### src/rtl/alu_issue_queue_if.sv
// Bundle of dispatch, wakeup, PRF-read, ALU and writeback signals between
// the ALU issue queue and its surroundings. The slave modport is the queue.
interface alu_issue_queue_if #(
  parameter int WORD_SIZE   = 32,
  parameter int PREG_BITS   = 6,
  parameter int ALU_OP_SIZE = 4
);
  logic                   flush_i;

  logic                   dispatch_valid_i;
  logic                   dispatch_ready_o;
  logic [ALU_OP_SIZE-1:0] dispatch_alu_op_i;
  logic [PREG_BITS-1:0]   dispatch_prs1_i;
  logic                   dispatch_prs1_ready_i;
  logic [PREG_BITS-1:0]   dispatch_prs2_i;
  logic                   dispatch_prs2_ready_i;
  logic                   dispatch_use_imm_i;
  logic [WORD_SIZE-1:0]   dispatch_imm_i;
  logic [PREG_BITS-1:0]   dispatch_prd_i;

  logic                   wakeup_valid_i;
  logic [PREG_BITS-1:0]   wakeup_preg_i;

  logic [PREG_BITS-1:0]   prf_raddr0_o;
  logic [PREG_BITS-1:0]   prf_raddr1_o;
  logic [WORD_SIZE-1:0]   prf_rdata0_i;
  logic [WORD_SIZE-1:0]   prf_rdata1_i;

  logic [ALU_OP_SIZE-1:0] alu_op_o;
  logic [WORD_SIZE-1:0]   alu_data0_o;
  logic [WORD_SIZE-1:0]   alu_data1_o;
  logic [WORD_SIZE-1:0]   alu_result_i;

  logic                   wb_valid_o;
  logic [PREG_BITS-1:0]   wb_prd_o;
  logic [WORD_SIZE-1:0]   wb_data_o;

  // Environment side: dispatch, wakeup source, PRF and ALU models
  modport master (
    output flush_i,
    output dispatch_valid_i, dispatch_alu_op_i, dispatch_prs1_i,
    output dispatch_prs1_ready_i, dispatch_prs2_i, dispatch_prs2_ready_i,
    output dispatch_use_imm_i, dispatch_imm_i, dispatch_prd_i,
    output wakeup_valid_i, wakeup_preg_i,
    output prf_rdata0_i, prf_rdata1_i, alu_result_i,
    input  dispatch_ready_o, prf_raddr0_o, prf_raddr1_o,
    input  alu_op_o, alu_data0_o, alu_data1_o,
    input  wb_valid_o, wb_prd_o, wb_data_o
  );

  // Issue queue side
  modport slave (
    input  flush_i,
    input  dispatch_valid_i, dispatch_alu_op_i, dispatch_prs1_i,
    input  dispatch_prs1_ready_i, dispatch_prs2_i, dispatch_prs2_ready_i,
    input  dispatch_use_imm_i, dispatch_imm_i, dispatch_prd_i,
    input  wakeup_valid_i, wakeup_preg_i,
    input  prf_rdata0_i, prf_rdata1_i, alu_result_i,
    output dispatch_ready_o, prf_raddr0_o, prf_raddr1_o,
    output alu_op_o, alu_data0_o, alu_data1_o,
    output wb_valid_o, wb_prd_o, wb_data_o
  );
endinterface

### src/rtl/alu_issue_queue.sv
// Age-ordered collapsing issue queue for the shared ALU. Entry 0 is the
// oldest; the oldest ready entry issues each cycle, reads the PRF, drives the
// ALU, and its result is registered for writeback and own-wakeup.
module alu_issue_queue #(
  parameter int WORD_SIZE   = 32,
  parameter int NUM_P_REGS  = 64,
  parameter int PREG_BITS   = 6,
  parameter int ALU_OP_SIZE = 4,
  parameter int IQ_DEPTH    = 4
) (
  input logic          clk_i,
  input logic          rst_i,
  alu_issue_queue_if.slave bus
);

  localparam int IDX_W = $clog2(IQ_DEPTH);
  localparam int CNT_W = IDX_W + 1;

  typedef struct packed {
    logic                   valid;
    logic [ALU_OP_SIZE-1:0] op;
    logic [PREG_BITS-1:0]   prs1;
    logic                   r1;
    logic [PREG_BITS-1:0]   prs2;
    logic                   r2;
    logic                   use_imm;
    logic [WORD_SIZE-1:0]   imm;
    logic [PREG_BITS-1:0]   prd;
  } entry_t;

  entry_t               ent_q [IQ_DEPTH];
  entry_t               ent_w [IQ_DEPTH];   // after this cycle's wakeups
  entry_t               ent_d [IQ_DEPTH];   // after wakeup, collapse, dispatch
  logic [CNT_W-1:0]     count_q, count_d;
  logic                 wb_valid_q;
  logic [PREG_BITS-1:0] wb_prd_q;
  logic [WORD_SIZE-1:0] wb_data_q;

  logic                 sel_valid;
  logic [IDX_W-1:0]     sel_idx;
  logic [IQ_DEPTH-1:0]  shift_mask;
  entry_t               sel_ent;
  logic                 disp_ready;
  logic                 disp_fire;
  logic [CNT_W-1:0]     wr_idx;
  entry_t               disp_ent;

  // A source becomes ready on the external broadcast or on our own writeback
  function automatic logic tag_hit(input logic [PREG_BITS-1:0] tag,
                                   input logic wk_v, input logic [PREG_BITS-1:0] wk_tag,
                                   input logic wb_v, input logic [PREG_BITS-1:0] wb_tag);
    return (wk_v && (tag == wk_tag)) || (wb_v && (tag == wb_tag));
  endfunction

  // Ready depends only on registered occupancy, never on this cycle's issue
  assign disp_ready = (count_q < CNT_W'(IQ_DEPTH));
  assign disp_fire  = bus.dispatch_valid_i && disp_ready;
  assign wr_idx     = count_q - CNT_W'(sel_valid);
  assign count_d    = count_q + CNT_W'(disp_fire) - CNT_W'(sel_valid);

  // Build the incoming entry with readiness captured from same-cycle wakeups
  always_comb begin
    disp_ent         = '0;
    disp_ent.valid   = 1'b1;
    disp_ent.op      = bus.dispatch_alu_op_i;
    disp_ent.prs1    = bus.dispatch_prs1_i;
    disp_ent.prs2    = bus.dispatch_prs2_i;
    disp_ent.use_imm = bus.dispatch_use_imm_i;
    disp_ent.imm     = bus.dispatch_imm_i;
    disp_ent.prd     = bus.dispatch_prd_i;
    disp_ent.r1      = bus.dispatch_prs1_ready_i || (bus.dispatch_prs1_i == '0) ||
                       tag_hit(bus.dispatch_prs1_i, bus.wakeup_valid_i, bus.wakeup_preg_i,
                               wb_valid_q, wb_prd_q);
    disp_ent.r2      = bus.dispatch_prs2_ready_i || (bus.dispatch_prs2_i == '0) ||
                       bus.dispatch_use_imm_i ||
                       tag_hit(bus.dispatch_prs2_i, bus.wakeup_valid_i, bus.wakeup_preg_i,
                               wb_valid_q, wb_prd_q);
  end

  // Oldest-ready select; entries at and above the winner shift down on issue
  always_comb begin
    sel_valid  = 1'b0;
    sel_idx    = '0;
    shift_mask = '0;
    for (int i = IQ_DEPTH - 1; i >= 0; i--) begin
      if (ent_q[i].valid && ent_q[i].r1 && ent_q[i].r2) begin
        sel_valid = 1'b1;
        sel_idx   = IDX_W'(i);
      end
    end
    for (int i = 0; i < IQ_DEPTH; i++) begin
      shift_mask[i] = sel_valid && (i >= int'(sel_idx));
    end
  end

  assign sel_ent = ent_q[sel_idx];

  // With no winner sel_idx is 0, so the addresses fall back to entry 0
  assign bus.prf_raddr0_o     = ent_q[sel_idx].valid ? sel_ent.prs1 : '0;
  assign bus.prf_raddr1_o     = ent_q[sel_idx].valid ? sel_ent.prs2 : '0;
  assign bus.alu_op_o         = sel_valid ? sel_ent.op : '0;
  assign bus.alu_data0_o      = bus.prf_rdata0_i;
  assign bus.alu_data1_o      = sel_ent.use_imm ? sel_ent.imm : bus.prf_rdata1_i;
  assign bus.dispatch_ready_o = disp_ready;
  assign bus.wb_valid_o       = wb_valid_q;
  assign bus.wb_prd_o         = wb_prd_q;
  assign bus.wb_data_o        = wb_data_q;

  genvar gi;
  generate
    for (gi = 0; gi < IQ_DEPTH; gi++) begin : g_entry
      entry_t woken;
      entry_t above;

      // Apply external and own-writeback wakeups to this slot
      always_comb begin
        woken    = ent_q[gi];
        woken.r1 = ent_q[gi].r1 ||
                   tag_hit(ent_q[gi].prs1, bus.wakeup_valid_i, bus.wakeup_preg_i,
                           wb_valid_q, wb_prd_q);
        woken.r2 = ent_q[gi].r2 ||
                   tag_hit(ent_q[gi].prs2, bus.wakeup_valid_i, bus.wakeup_preg_i,
                           wb_valid_q, wb_prd_q);
      end
      assign ent_w[gi] = woken;

      if (gi < IQ_DEPTH - 1) begin : g_mid
        assign above = ent_w[gi+1];
      end else begin : g_top
        assign above = '0;
      end

      assign ent_d[gi] = (disp_fire && (wr_idx == CNT_W'(gi))) ? disp_ent :
                         shift_mask[gi] ? above : ent_w[gi];
    end
  endgenerate

  // Queue storage and occupancy; flush empties the queue and drops dispatch
  always_ff @(posedge clk_i) begin
    if (rst_i || bus.flush_i) begin
      count_q <= '0;
      for (int i = 0; i < IQ_DEPTH; i++) begin
        ent_q[i] <= '0;
      end
    end else begin
      count_q <= count_d;
      for (int i = 0; i < IQ_DEPTH; i++) begin
        ent_q[i] <= ent_d[i];
      end
    end
  end

  // Writeback register; tag and data hold when nothing issues
  always_ff @(posedge clk_i) begin
    if (rst_i) begin
      wb_valid_q <= 1'b0;
      wb_prd_q   <= '0;
      wb_data_q  <= '0;
    end else if (bus.flush_i) begin
      wb_valid_q <= 1'b0;
    end else if (sel_valid) begin
      wb_valid_q <= 1'b1;
      wb_prd_q   <= sel_ent.prd;
      wb_data_q  <= bus.alu_result_i;
    end else begin
      wb_valid_q <= 1'b0;
    end
  end

  // Occupancy must stay within 0..IQ_DEPTH and tags must cover the PRF
  always_ff @(posedge clk_i) begin
    if (!rst_i) begin
      assert (NUM_P_REGS == (1 << PREG_BITS));
      assert (count_q <= CNT_W'(IQ_DEPTH));
      assert (!(sel_valid && (count_q == '0)));
      assert (!(disp_fire && !sel_valid && (count_q == CNT_W'(IQ_DEPTH))));
    end
  end

endmodule

### src/flat_wrapper.sv
// flat-port wrapper written by rule: the top's interface ports become plain ports
module alu_issue_queue_flat 
#(
  parameter int WORD_SIZE   = 32,
  parameter int NUM_P_REGS  = 64,
  parameter int PREG_BITS   = 6,
  parameter int ALU_OP_SIZE = 4,
  parameter int IQ_DEPTH    = 4
)
  (clk_i, rst_i, bus_flush_i, bus_dispatch_valid_i, bus_dispatch_alu_op_i, bus_dispatch_prs1_i, bus_dispatch_prs1_ready_i, bus_dispatch_prs2_i, bus_dispatch_prs2_ready_i, bus_dispatch_use_imm_i, bus_dispatch_imm_i, bus_dispatch_prd_i, bus_wakeup_valid_i, bus_wakeup_preg_i, bus_prf_rdata0_i, bus_prf_rdata1_i, bus_alu_result_i, bus_dispatch_ready_o, bus_prf_raddr0_o, bus_prf_raddr1_o, bus_alu_op_o, bus_alu_data0_o, bus_alu_data1_o, bus_wb_valid_o, bus_wb_prd_o, bus_wb_data_o);
  alu_issue_queue_if #(.WORD_SIZE(WORD_SIZE), .PREG_BITS(PREG_BITS), .ALU_OP_SIZE(ALU_OP_SIZE)) bus_i ();
  input logic clk_i;
  input logic rst_i;
  input wire logic [$bits(bus_i.flush_i)-1:0] bus_flush_i;
  input wire logic [$bits(bus_i.dispatch_valid_i)-1:0] bus_dispatch_valid_i;
  input wire logic [$bits(bus_i.dispatch_alu_op_i)-1:0] bus_dispatch_alu_op_i;
  input wire logic [$bits(bus_i.dispatch_prs1_i)-1:0] bus_dispatch_prs1_i;
  input wire logic [$bits(bus_i.dispatch_prs1_ready_i)-1:0] bus_dispatch_prs1_ready_i;
  input wire logic [$bits(bus_i.dispatch_prs2_i)-1:0] bus_dispatch_prs2_i;
  input wire logic [$bits(bus_i.dispatch_prs2_ready_i)-1:0] bus_dispatch_prs2_ready_i;
  input wire logic [$bits(bus_i.dispatch_use_imm_i)-1:0] bus_dispatch_use_imm_i;
  input wire logic [$bits(bus_i.dispatch_imm_i)-1:0] bus_dispatch_imm_i;
  input wire logic [$bits(bus_i.dispatch_prd_i)-1:0] bus_dispatch_prd_i;
  input wire logic [$bits(bus_i.wakeup_valid_i)-1:0] bus_wakeup_valid_i;
  input wire logic [$bits(bus_i.wakeup_preg_i)-1:0] bus_wakeup_preg_i;
  input wire logic [$bits(bus_i.prf_rdata0_i)-1:0] bus_prf_rdata0_i;
  input wire logic [$bits(bus_i.prf_rdata1_i)-1:0] bus_prf_rdata1_i;
  input wire logic [$bits(bus_i.alu_result_i)-1:0] bus_alu_result_i;
  output wire logic [$bits(bus_i.dispatch_ready_o)-1:0] bus_dispatch_ready_o;
  output wire logic [$bits(bus_i.prf_raddr0_o)-1:0] bus_prf_raddr0_o;
  output wire logic [$bits(bus_i.prf_raddr1_o)-1:0] bus_prf_raddr1_o;
  output wire logic [$bits(bus_i.alu_op_o)-1:0] bus_alu_op_o;
  output wire logic [$bits(bus_i.alu_data0_o)-1:0] bus_alu_data0_o;
  output wire logic [$bits(bus_i.alu_data1_o)-1:0] bus_alu_data1_o;
  output wire logic [$bits(bus_i.wb_valid_o)-1:0] bus_wb_valid_o;
  output wire logic [$bits(bus_i.wb_prd_o)-1:0] bus_wb_prd_o;
  output wire logic [$bits(bus_i.wb_data_o)-1:0] bus_wb_data_o;
  assign bus_i.flush_i = bus_flush_i;
  assign bus_i.dispatch_valid_i = bus_dispatch_valid_i;
  assign bus_i.dispatch_alu_op_i = bus_dispatch_alu_op_i;
  assign bus_i.dispatch_prs1_i = bus_dispatch_prs1_i;
  assign bus_i.dispatch_prs1_ready_i = bus_dispatch_prs1_ready_i;
  assign bus_i.dispatch_prs2_i = bus_dispatch_prs2_i;
  assign bus_i.dispatch_prs2_ready_i = bus_dispatch_prs2_ready_i;
  assign bus_i.dispatch_use_imm_i = bus_dispatch_use_imm_i;
  assign bus_i.dispatch_imm_i = bus_dispatch_imm_i;
  assign bus_i.dispatch_prd_i = bus_dispatch_prd_i;
  assign bus_i.wakeup_valid_i = bus_wakeup_valid_i;
  assign bus_i.wakeup_preg_i = bus_wakeup_preg_i;
  assign bus_i.prf_rdata0_i = bus_prf_rdata0_i;
  assign bus_i.prf_rdata1_i = bus_prf_rdata1_i;
  assign bus_i.alu_result_i = bus_alu_result_i;
  assign bus_dispatch_ready_o = bus_i.dispatch_ready_o;
  assign bus_prf_raddr0_o = bus_i.prf_raddr0_o;
  assign bus_prf_raddr1_o = bus_i.prf_raddr1_o;
  assign bus_alu_op_o = bus_i.alu_op_o;
  assign bus_alu_data0_o = bus_i.alu_data0_o;
  assign bus_alu_data1_o = bus_i.alu_data1_o;
  assign bus_wb_valid_o = bus_i.wb_valid_o;
  assign bus_wb_prd_o = bus_i.wb_prd_o;
  assign bus_wb_data_o = bus_i.wb_data_o;
  alu_issue_queue #(.WORD_SIZE(WORD_SIZE), .NUM_P_REGS(NUM_P_REGS), .PREG_BITS(PREG_BITS), .ALU_OP_SIZE(ALU_OP_SIZE), .IQ_DEPTH(IQ_DEPTH)) u_core (.clk_i(clk_i), .rst_i(rst_i), .bus(bus_i));
endmodule
### config.mk
export PLATFORM = sky130hd
export DESIGN_NAME = alu_issue_queue_flat
export DESIGN_NICKNAME = d
export VERILOG_FILES = /design/src/rtl/alu_issue_queue_if.sv /design/src/rtl/alu_issue_queue.sv /design/src/flat_wrapper.sv
export SDC_FILE = /design/constraint.sdc
export NUM_CORES = 1
export LEC_CHECK = 0
export CAP_MARGIN = 20
export CORE_ASPECT_RATIO = 1.4
export CORE_MARGIN = 2
export CORE_UTILIZATION = 50
export CTS_CLUSTER_DIAMETER = 60
export CTS_CLUSTER_SIZE = 8
export DETAILED_ROUTE_END_ITERATION = 10
export HOLD_SLACK_MARGIN = 0.08
export PLACE_DENSITY_LB_ADDON = 0.1
export REMOVE_ABC_BUFFERS = 1
export SYNTH_ARGS = -nofsm -noshare
export SYNTH_HDL_FRONTEND = slang
export SYNTH_SLANG_ARGS = --single-unit
### constraint.sdc
create_clock -name clk_i -period 6.3 [get_ports clk_i]
set_input_delay 1.26 -clock clk_i [delete_from_list [all_inputs] [get_ports clk_i]]
set_output_delay 1.26 -clock clk_i [all_outputs]
set_load 0.005 [all_outputs]
# ---- Word-level counts from Yosys, hierarchy flattened
# Memory sizes are Yosys's and may differ from the RTL's.
# Cells that the tools add are included.
dict set report classes {
  n_addsub 3
  order_cmp 4
  eq_ne 23
  mux 28
  n_bitwise 5
  reduce_logical 65
}
# operator n
set op_table {}
lappend op_table {{two-way mux 58 bit} 12}
lappend op_table {{== test 6 bit} 20}
lappend op_table {{logical AND 1 bit} 36}
lappend op_table {{two-way mux 32 bit} 1}
lappend op_table {{logical OR 1 bit} 24}
lappend op_table {{zero test 6 bit} 2}
lappend op_table {{two-way mux 6 bit} 2}
lappend op_table {{two-way mux 1 bit} 8}
lappend op_table {{two-way mux 2 bit} 4}
lappend op_table {{== test 3 x 2 -> 1 bit, second input constant} 2}
lappend op_table {{subtractor 3 x 1 -> 3 bit} 2}
lappend op_table {{>= comparator 1 x 2 -> 1 bit, first input constant} 2}
lappend op_table {{two-way mux 4 bit} 1}
lappend op_table {{bitwise OR 1 bit} 4}
lappend op_table {{adder 3 x 1 -> 3 bit} 1}
lappend op_table {{== test 3 x 1 -> 1 bit, second input constant} 1}
lappend op_table {{zero test 3 bit} 1}
lappend op_table {{less-than comparator 3 bit, second input constant} 1}
lappend op_table {{>= comparator 2 bit, first input constant} 1}
lappend op_table {{AND reduction 2 bit} 1}
lappend op_table {{OR reduction 2 bit} 1}
lappend op_table {{NOT 1 bit} 1}
dict set report totals {
  reg_bits 42
  mem_bits_rw 232
  input_bits 164
  out_inout_bits 120
  wordCells 133
  memories 1
}
# memory depth word_bits read_ports rd_clocked_by_memory_dff wr line_no
set mem_list {}
lappend mem_list {u_core.ent_q 4 58 5 0 4 alu_issue_queue.sv:31} ;# entry_t ent_q [IQ_DEPTH];

# ---- Logic depth before layout (Yosys ltp)
# Gate-level depths: netlist (run 1).
# An unclocked memory read counts as a cell.
dict set report depth {
  depth_word 12
  mapped_depth 14
  depth_no_buf 12
}

# ---- Least setup slack after synthesis (run 1)
# No wires, ideal clock.
dict set report synth_path {
  path_type {register to output}
  start {mem u_core.ent_q[2][46] in the netlist's numbering}
  end {out bus_alu_data1_o[11]}
  t_arrival_ns 1.842
  t_required_ns 5.040
  setup_slack_ns 3.198
  path_stages_with_launch 9
  path_buffers 2
  path_cell_list {dfxtp_1 -> nand3_2 -> nor2b_1 -> buf_6 -> o21ai_4 -> a211oi_2 -> a31oi_4 -> buf_6 -> mux2_2}
}
# element line_no
set synth_rtl {}
lappend synth_rtl {{start, declared} alu_issue_queue.sv:31}
lappend synth_rtl {{end, declared} flat_wrapper.sv:34} ;# output wire logic [$bits(bus_i.alu_data1_o)-1:0] bus_alu_data1_o;

==> key figures, run 1 <==
Setup path
  – Launch point of the worst path: u_core.ent_q[0][57]
  – Worst r2r path cells: 12
  – Kind of critical path: flip-flop to primary output
  – R2R Setup Slk: about 1900 ps
  – CP endpoint: bus_alu_op_o[1]
  – Crit-path max FO: 68
  – Data arrival time of the worst path: about 4000 ps
  – Worst R2R Start: u_core.ent_q[1][46]
  – Worst Path Required: between 5000 and 6000 ps
  – Critical Path End Type: primary output
  – Nature of the critical path startpoint: flip-flop
  – R2r endpoint: u_core.ent_q[1][6]

Layout
  – Layout area overhead: 19.9%
  – Nets@finish: 2157
  – Fin area: roughly 18000 um2
  – Filler cells: between 2000 and 3000
  – Commonest non-fill, non-tap cell in the layout: nand2_1
  – Layout cells sized above 1: under 10%
  – Most frequent cells in the layout: nand2_1 (396), dfxtp_1 (274), clkdlybuf4s50_1 (219), nor2_1 (173), nand3_1 (111)
  – Final Util: 60.7%
  – Post-Layout Cell Count: 2376

STA
  – Final Hold Vio Count: 0
  – Final Max Tran Viols: 0
  – Max frequency: ~190 MHz
  – Least-Margin Pin Slew: slightly below 1000 ps
  – Total negative slack: 0 ps
  – Final Critical Period: approximately 5300 ps
  – Worst slew margin: between 30% and 40%
  – Final Cycle Share: 84.0%
  – RSZ-0062 raised after global routing: no
  – Setup slack after layout: ~1000 ps
  – Hold Slack: ~450 ps
  – Final setup violation count: 0
  – Layout Skew: 14.7 ps

Clock tree
  – # clock sinks: approximately 270
  – CTS max path bufs: 3
  – Cts repair resizes: 0
  – TritonCTS clock tree: yes
  – Postcts setup bufs: 0
  – Clk Latency, worst-skew pair: 530 ps
  – # H-tree levels: 2
  – Hold-fix buffers at CTS: 0
  – Cts bufs inserted: 40
  – Root Buffer: clkbuf_16
  – Clock slew at reported path FFs: approximately 50 ps

Placed design
  – Port Buffers: approximately 220
  – DP Cell Count: ~2300
  – Post-DP Area: 17000 um2
  – Placer Congestion: 0.856
  – Post-DP HPWL: just under 30000 um
  – DP Worst Slack: between 1500 and 2000 ps

Yosys
  – Netlist cell types: 46
  – Seq cells post-synth: 274
  – Sequential element share of the synthesized area: a little over a third
  – Mean Syn Cell Area: 7.86 um2
  – Yosys warning total: 0
  – Post-Syn Area: ~15000 um2
  – Synth async-reset ratio: 0%
  – Post-synth top flop: dfxtp_1
  – Cell count after synthesis: approximately 1900
  – Number of enable flip-flop cells after synthesis: 0

Route
  – Drt drc: 0
  – Vias: about 15000
  – Drt pass-1 iters: 5
  – Final wirelength: ~49000 um
  – Initial drt markers: between 1000 and 1500
  – Post-DRT Antenna Nets: 0
  – Via-to-Cell Ratio: about 6.1
  – Wire length per cell: between 20 and 25 um

Floorplan
  – Die width: approximately 150 um
  – Ports: 284
  – Core ar.: 29800 um2
  – FP Rows: 75
  – Die height: between 200 and 250 um
  – Die area: around 32000 um2
  – Initial core utilization: 50.6%

GRT
  – GRT Total Usage: between 30% and 40%
  – Vias in the first global route: ~14000
  – Grt ovf: 0
  – First-pass GRT wire length: ~78000 um
  – Largest net degree at the start of global routing: between 100 and 150
  – Initial antenna violation count: 2

Flow run
  – Max_cap viols: 0

Power and ir drop
  – Overall power: between 4 and 5 mW
  – Leakage: 5.95 nW
  – Peak supply drop: around 0.00019 V
  – Pwr/cell area: 224 nW/um2

Run status
  – Status: complete, no violations

Min path
  – Hold_sp: u_core.bus.wb_data_o[1]
  – Hold Path Class: flip-flop to flip-flop
[cell families after synthesis]
group,Yosys count,share of synthesized area [%]
adders and majority gates,6,0.547
DFF,274,36.3
muxes,100,7.78
xor gates and xnor gates,122,7.08
buffers and inverters,228,7.25
and+or+nand+nor,805,22.9
AOI/OAI and AO/OA,385,18.1
[state kept, by name (all words and copies together), names as in the netlist]
register,flops
u_core.bus.wb_prd_o,6
u_core.ent_q,232
u_core.count_q,3
u_core.bus.wb_data_o,32
u_core.bus.wb_valid_o,1
[per-layer routing]
metal  vias to the layer above  share of wire [%]  GRT usage [%]
met1                      6972                 40           38.1
met4                         6                3.1           11.5
li1                       6838                  -              -
met3                       115                7.6           6.43
met5                         -               0.28           2.90
met2                       602                 49           52.0
[critical path, stage by stage, from the launching register on]
cell	delay, ps
dfxtp_1	680
nand3_4	600
o21ai_4	270
buf_4	680
mux4_2	590
and2_1	170
clkdlybuf4s50_1	470
[cell usage after synthesis, types with 5 or more instances]
master    count  share of area [%]
a211oi_1    100                5.0
a21oi_1      98                3.2
a311oi_1    110                6.4
a31oi_1      51                2.1
and2_1        6               0.25
and3_1       15               0.62
buf_1        12               0.30
buf_2        44                1.5
buf_4        41                2.0
clkbuf_1    121                3.0
dfxtp_1     274                 36
ha_1          5               0.41
inv_1         5               0.12
mux2_2       19                1.4
mux2_4       20                2.0
mux2i_1      57                3.8
nand2_1     399                9.9
nand3_1     115                3.8
nand4_1      20               0.83
nor2_1      174                4.3
nor2b_1      37                1.5
nor4_1       23               0.95
o21ai_0       9               0.30
xnor2_1      62                3.6
xor2_1       60                3.5
[worst min path at each step]
| stage | cells after the start | slack (ps) | to |
|---|---|---|---|
| after detailed placement | 2 | 450 | u_core.bus.wb_data_o[26] |
| final | 2 | 450 | u_core.bus.wb_data_o[1] |
| after global placement | 2 | 440 | u_core.bus.wb_data_o[11] |
| after CTS | 2 | 450 | u_core.bus.wb_data_o[26] |
| after floorplan | 2 | 450 | u_core.bus.wb_data_o[0] |
| after global routing | 2 | 480 | u_core.bus.wb_data_o[7] |
[cell type report]
| class | instances | area (um2) | share of cell area, % |
|---|---|---|---|
| well taps | 385 | 482 | 2.66 |
| inverters | 6 | 22.5 | 0.124 |
| diodes | 1 | 2.50 | 0.0138 |
| repair buffers | 247 | 2430 | 13.4 |
| clock inverters | 3 | 26.3 | 0.145 |
| clock buffers | 42 | 1050 | 5.81 |
| flip-flops and latches | 274 | 5490 | 30.3 |
| multi-input cells | 1418 | 8610 | 47.5 |
[power by group]
part           leakage, nW  internal [mW]  total, mW  switching (mW)
Sequential            2.22           1.76       1.79          0.0229
Combinational         3.20          0.183      0.358           0.175
Clock                0.532           1.17       1.91           0.748
(Power assumes the default switching activity.)
==> inputs of run 2 (changes only) <==
Clock period 6.3 ns to 5.45 ns, I/O delays scaled along.
==> key figures, run 2 (same netlist as run 1, synthesis figures left out) <==
Placed design
  – DP Worst Slack: about 1200 ps
  – Placer Congestion: 0.857
  – Post-DP HPWL: between 30000 and 40000 um
  – Port Buffers: ~220
  – DP Cell Count: ~2300

Setup path
  – Nature of the critical path startpoint: flip-flop
  – Kind of critical path: flip-flop to primary output
  – Crit-path max FO: 36
  – Data arrival time of the worst path: approximately 3800 ps
  – Critical Path End Type: primary output
  – Worst Path Required: 4360 ps

GRT
  – Vias in the first global route: roughly 14000
  – Largest net degree at the start of global routing: between 100 and 150
  – First-pass GRT wire length: around 78000 um
  – Initial antenna violation count: 3
  – GRT Total Usage: ~31%
  – Grt ovf: 0

Route
  – Post-DRT Antenna Nets: 0
  – Initial drt markers: 888
  – Final wirelength: approximately 49000 um
  – Via-to-Cell Ratio: 6.17
  – Wire length per cell: about 21 um
  – Drt pass-1 iters: 5
  – Drt drc: 0
  – Vias: between 10000 and 15000

Clock tree
  – # clock sinks: 274
  – Hold-fix buffers at CTS: 0
  – Postcts setup bufs: 0
  – Cts repair resizes: 0
  – Root Buffer: clkbuf_16
  – Clock slew at reported path FFs: about 50 ps
  – CTS max path bufs: 3
  – TritonCTS clock tree: yes
  – # H-tree levels: 2
  – Clk Latency, worst-skew pair: between 500 and 600 ps
  – Cts bufs inserted: 40

Floorplan
  – Die area: around 32000 um2
  – Initial core utilization: 50.6%
  – Die height: about 210 um
  – Ports: about 280
  – FP Rows: 75
  – Core ar.: between 20000 and 30000 um2
  – Die width: roughly 150 um

Run status
  – Status: complete, no violations

Flow run
  – Max_cap viols: 0

STA
  – Final Cycle Share: 90.0%
  – RSZ-0062 raised after global routing: no
  – Max frequency: 204 MHz
  – Final Critical Period: 4910 ps
  – Final Max Tran Viols: 0
  – Setup slack after layout: about 540 ps
  – Hold Slack: about 450 ps
  – Layout Skew: approximately 13 ps
  – Least-Margin Pin Slew: 1130 ps
  – Worst slew margin: about a quarter
  – Final Hold Vio Count: 0
  – Final setup violation count: 0

Power and ir drop
  – Leakage: 5.99 nW
  – Overall power: ~4.7 mW
  – Pwr/cell area: around 260 nW/um2
  – Peak supply drop: 0.000203 V

Layout
  – Layout area overhead: 20.5%
  – Nets@finish: ~2200
  – Commonest non-fill, non-tap cell in the layout: nand2_1
  – Largest register by flop count: u_core.ent_q
  – Max reg flops: about 230
  – Final Util: between 60% and 70%
  – Layout cells sized above 1: under 10%
  – Post-Layout Cell Count: 2378
  – Most frequent cells in the layout: nand2_1 (396), dfxtp_1 (274), clkdlybuf4s50_1 (219), nor2_1 (173), nand3_1 (111)

Min path
  – Hold Path Class: flip-flop to flip-flop
## run 2: where the power goes
part / switching (mW) / leakage [nW] / internal, mW
clock: 0.860 / 0.529 / 1.35
sequential: 0.0278 / 2.22 / 2.04
combinational: 0.204 / 3.25 / 0.213
total: 1.09 / 5.99 / 3.60
## run 2: cell type report
| cell class | count | area (um2) |
|---|---|---|
| Multi-Input combinational cell | 1418 | 8610 |
| Fill cell | 2729 | 11600 |
| Tap cell | 385 | 482 |
| Clock buffer | 42 | 1050 |
| Sequential cell | 274 | 5490 |
| Clock inverter | 2 | 25.0 |
| Antenna cell | 1 | 2.50 |
| Timing Repair Buffer | 250 | 2520 |
| Inverter | 6 | 22.5 |
## run 2: path summary, 6_finish.rpt
check	start	endpoint	slack, ps	cells after the start
min	u_core.bus.wb_data_o[28]	u_core.bus.wb_data_o[28]	450	2
min reg2reg	u_core.bus.wb_data_o[28]	u_core.bus.wb_data_o[28]	450	2
max	u_core.ent_q[0][57]	bus_alu_data1_o[26]	540	7
max reg2reg	u_core.ent_q[0][57]	u_core.ent_q[3][42]	1430	11
## run 2: per-stage QoR
step	area [um2]	TNS, ps
finish	18200	0
global route	18200	0
CTS	18200	0
detailed placement	17100	0
global placement	17100	0
floorplan	14000	-1268440
## run 2: metal layers
metal  track usage [%]  wire (um)  vias to the layer above
li1                  -          -                     6838
met5              2.90        136                        -
met1              37.8      19600                     7085
met3              7.09       3880                      133
met4              13.1       1600                        6
met2              51.1      24000                      609
## run 2: critical path, stage by stage, from the launching register on
cell and delay (ps):
dfxtp_1 770, nand3_4 480, o21ai_4 460, buf_4 500, a211oi_1 100, a31oi_1 270, mux2_4 200, clkdlybuf4s50_1 490
==> inputs of run 3 (changes only) <==
Settings changed: SLEW_MARGIN set to 10.
==> results of run 3 <==
No change in the layout: final DEF, timing and power equal those of run 2.
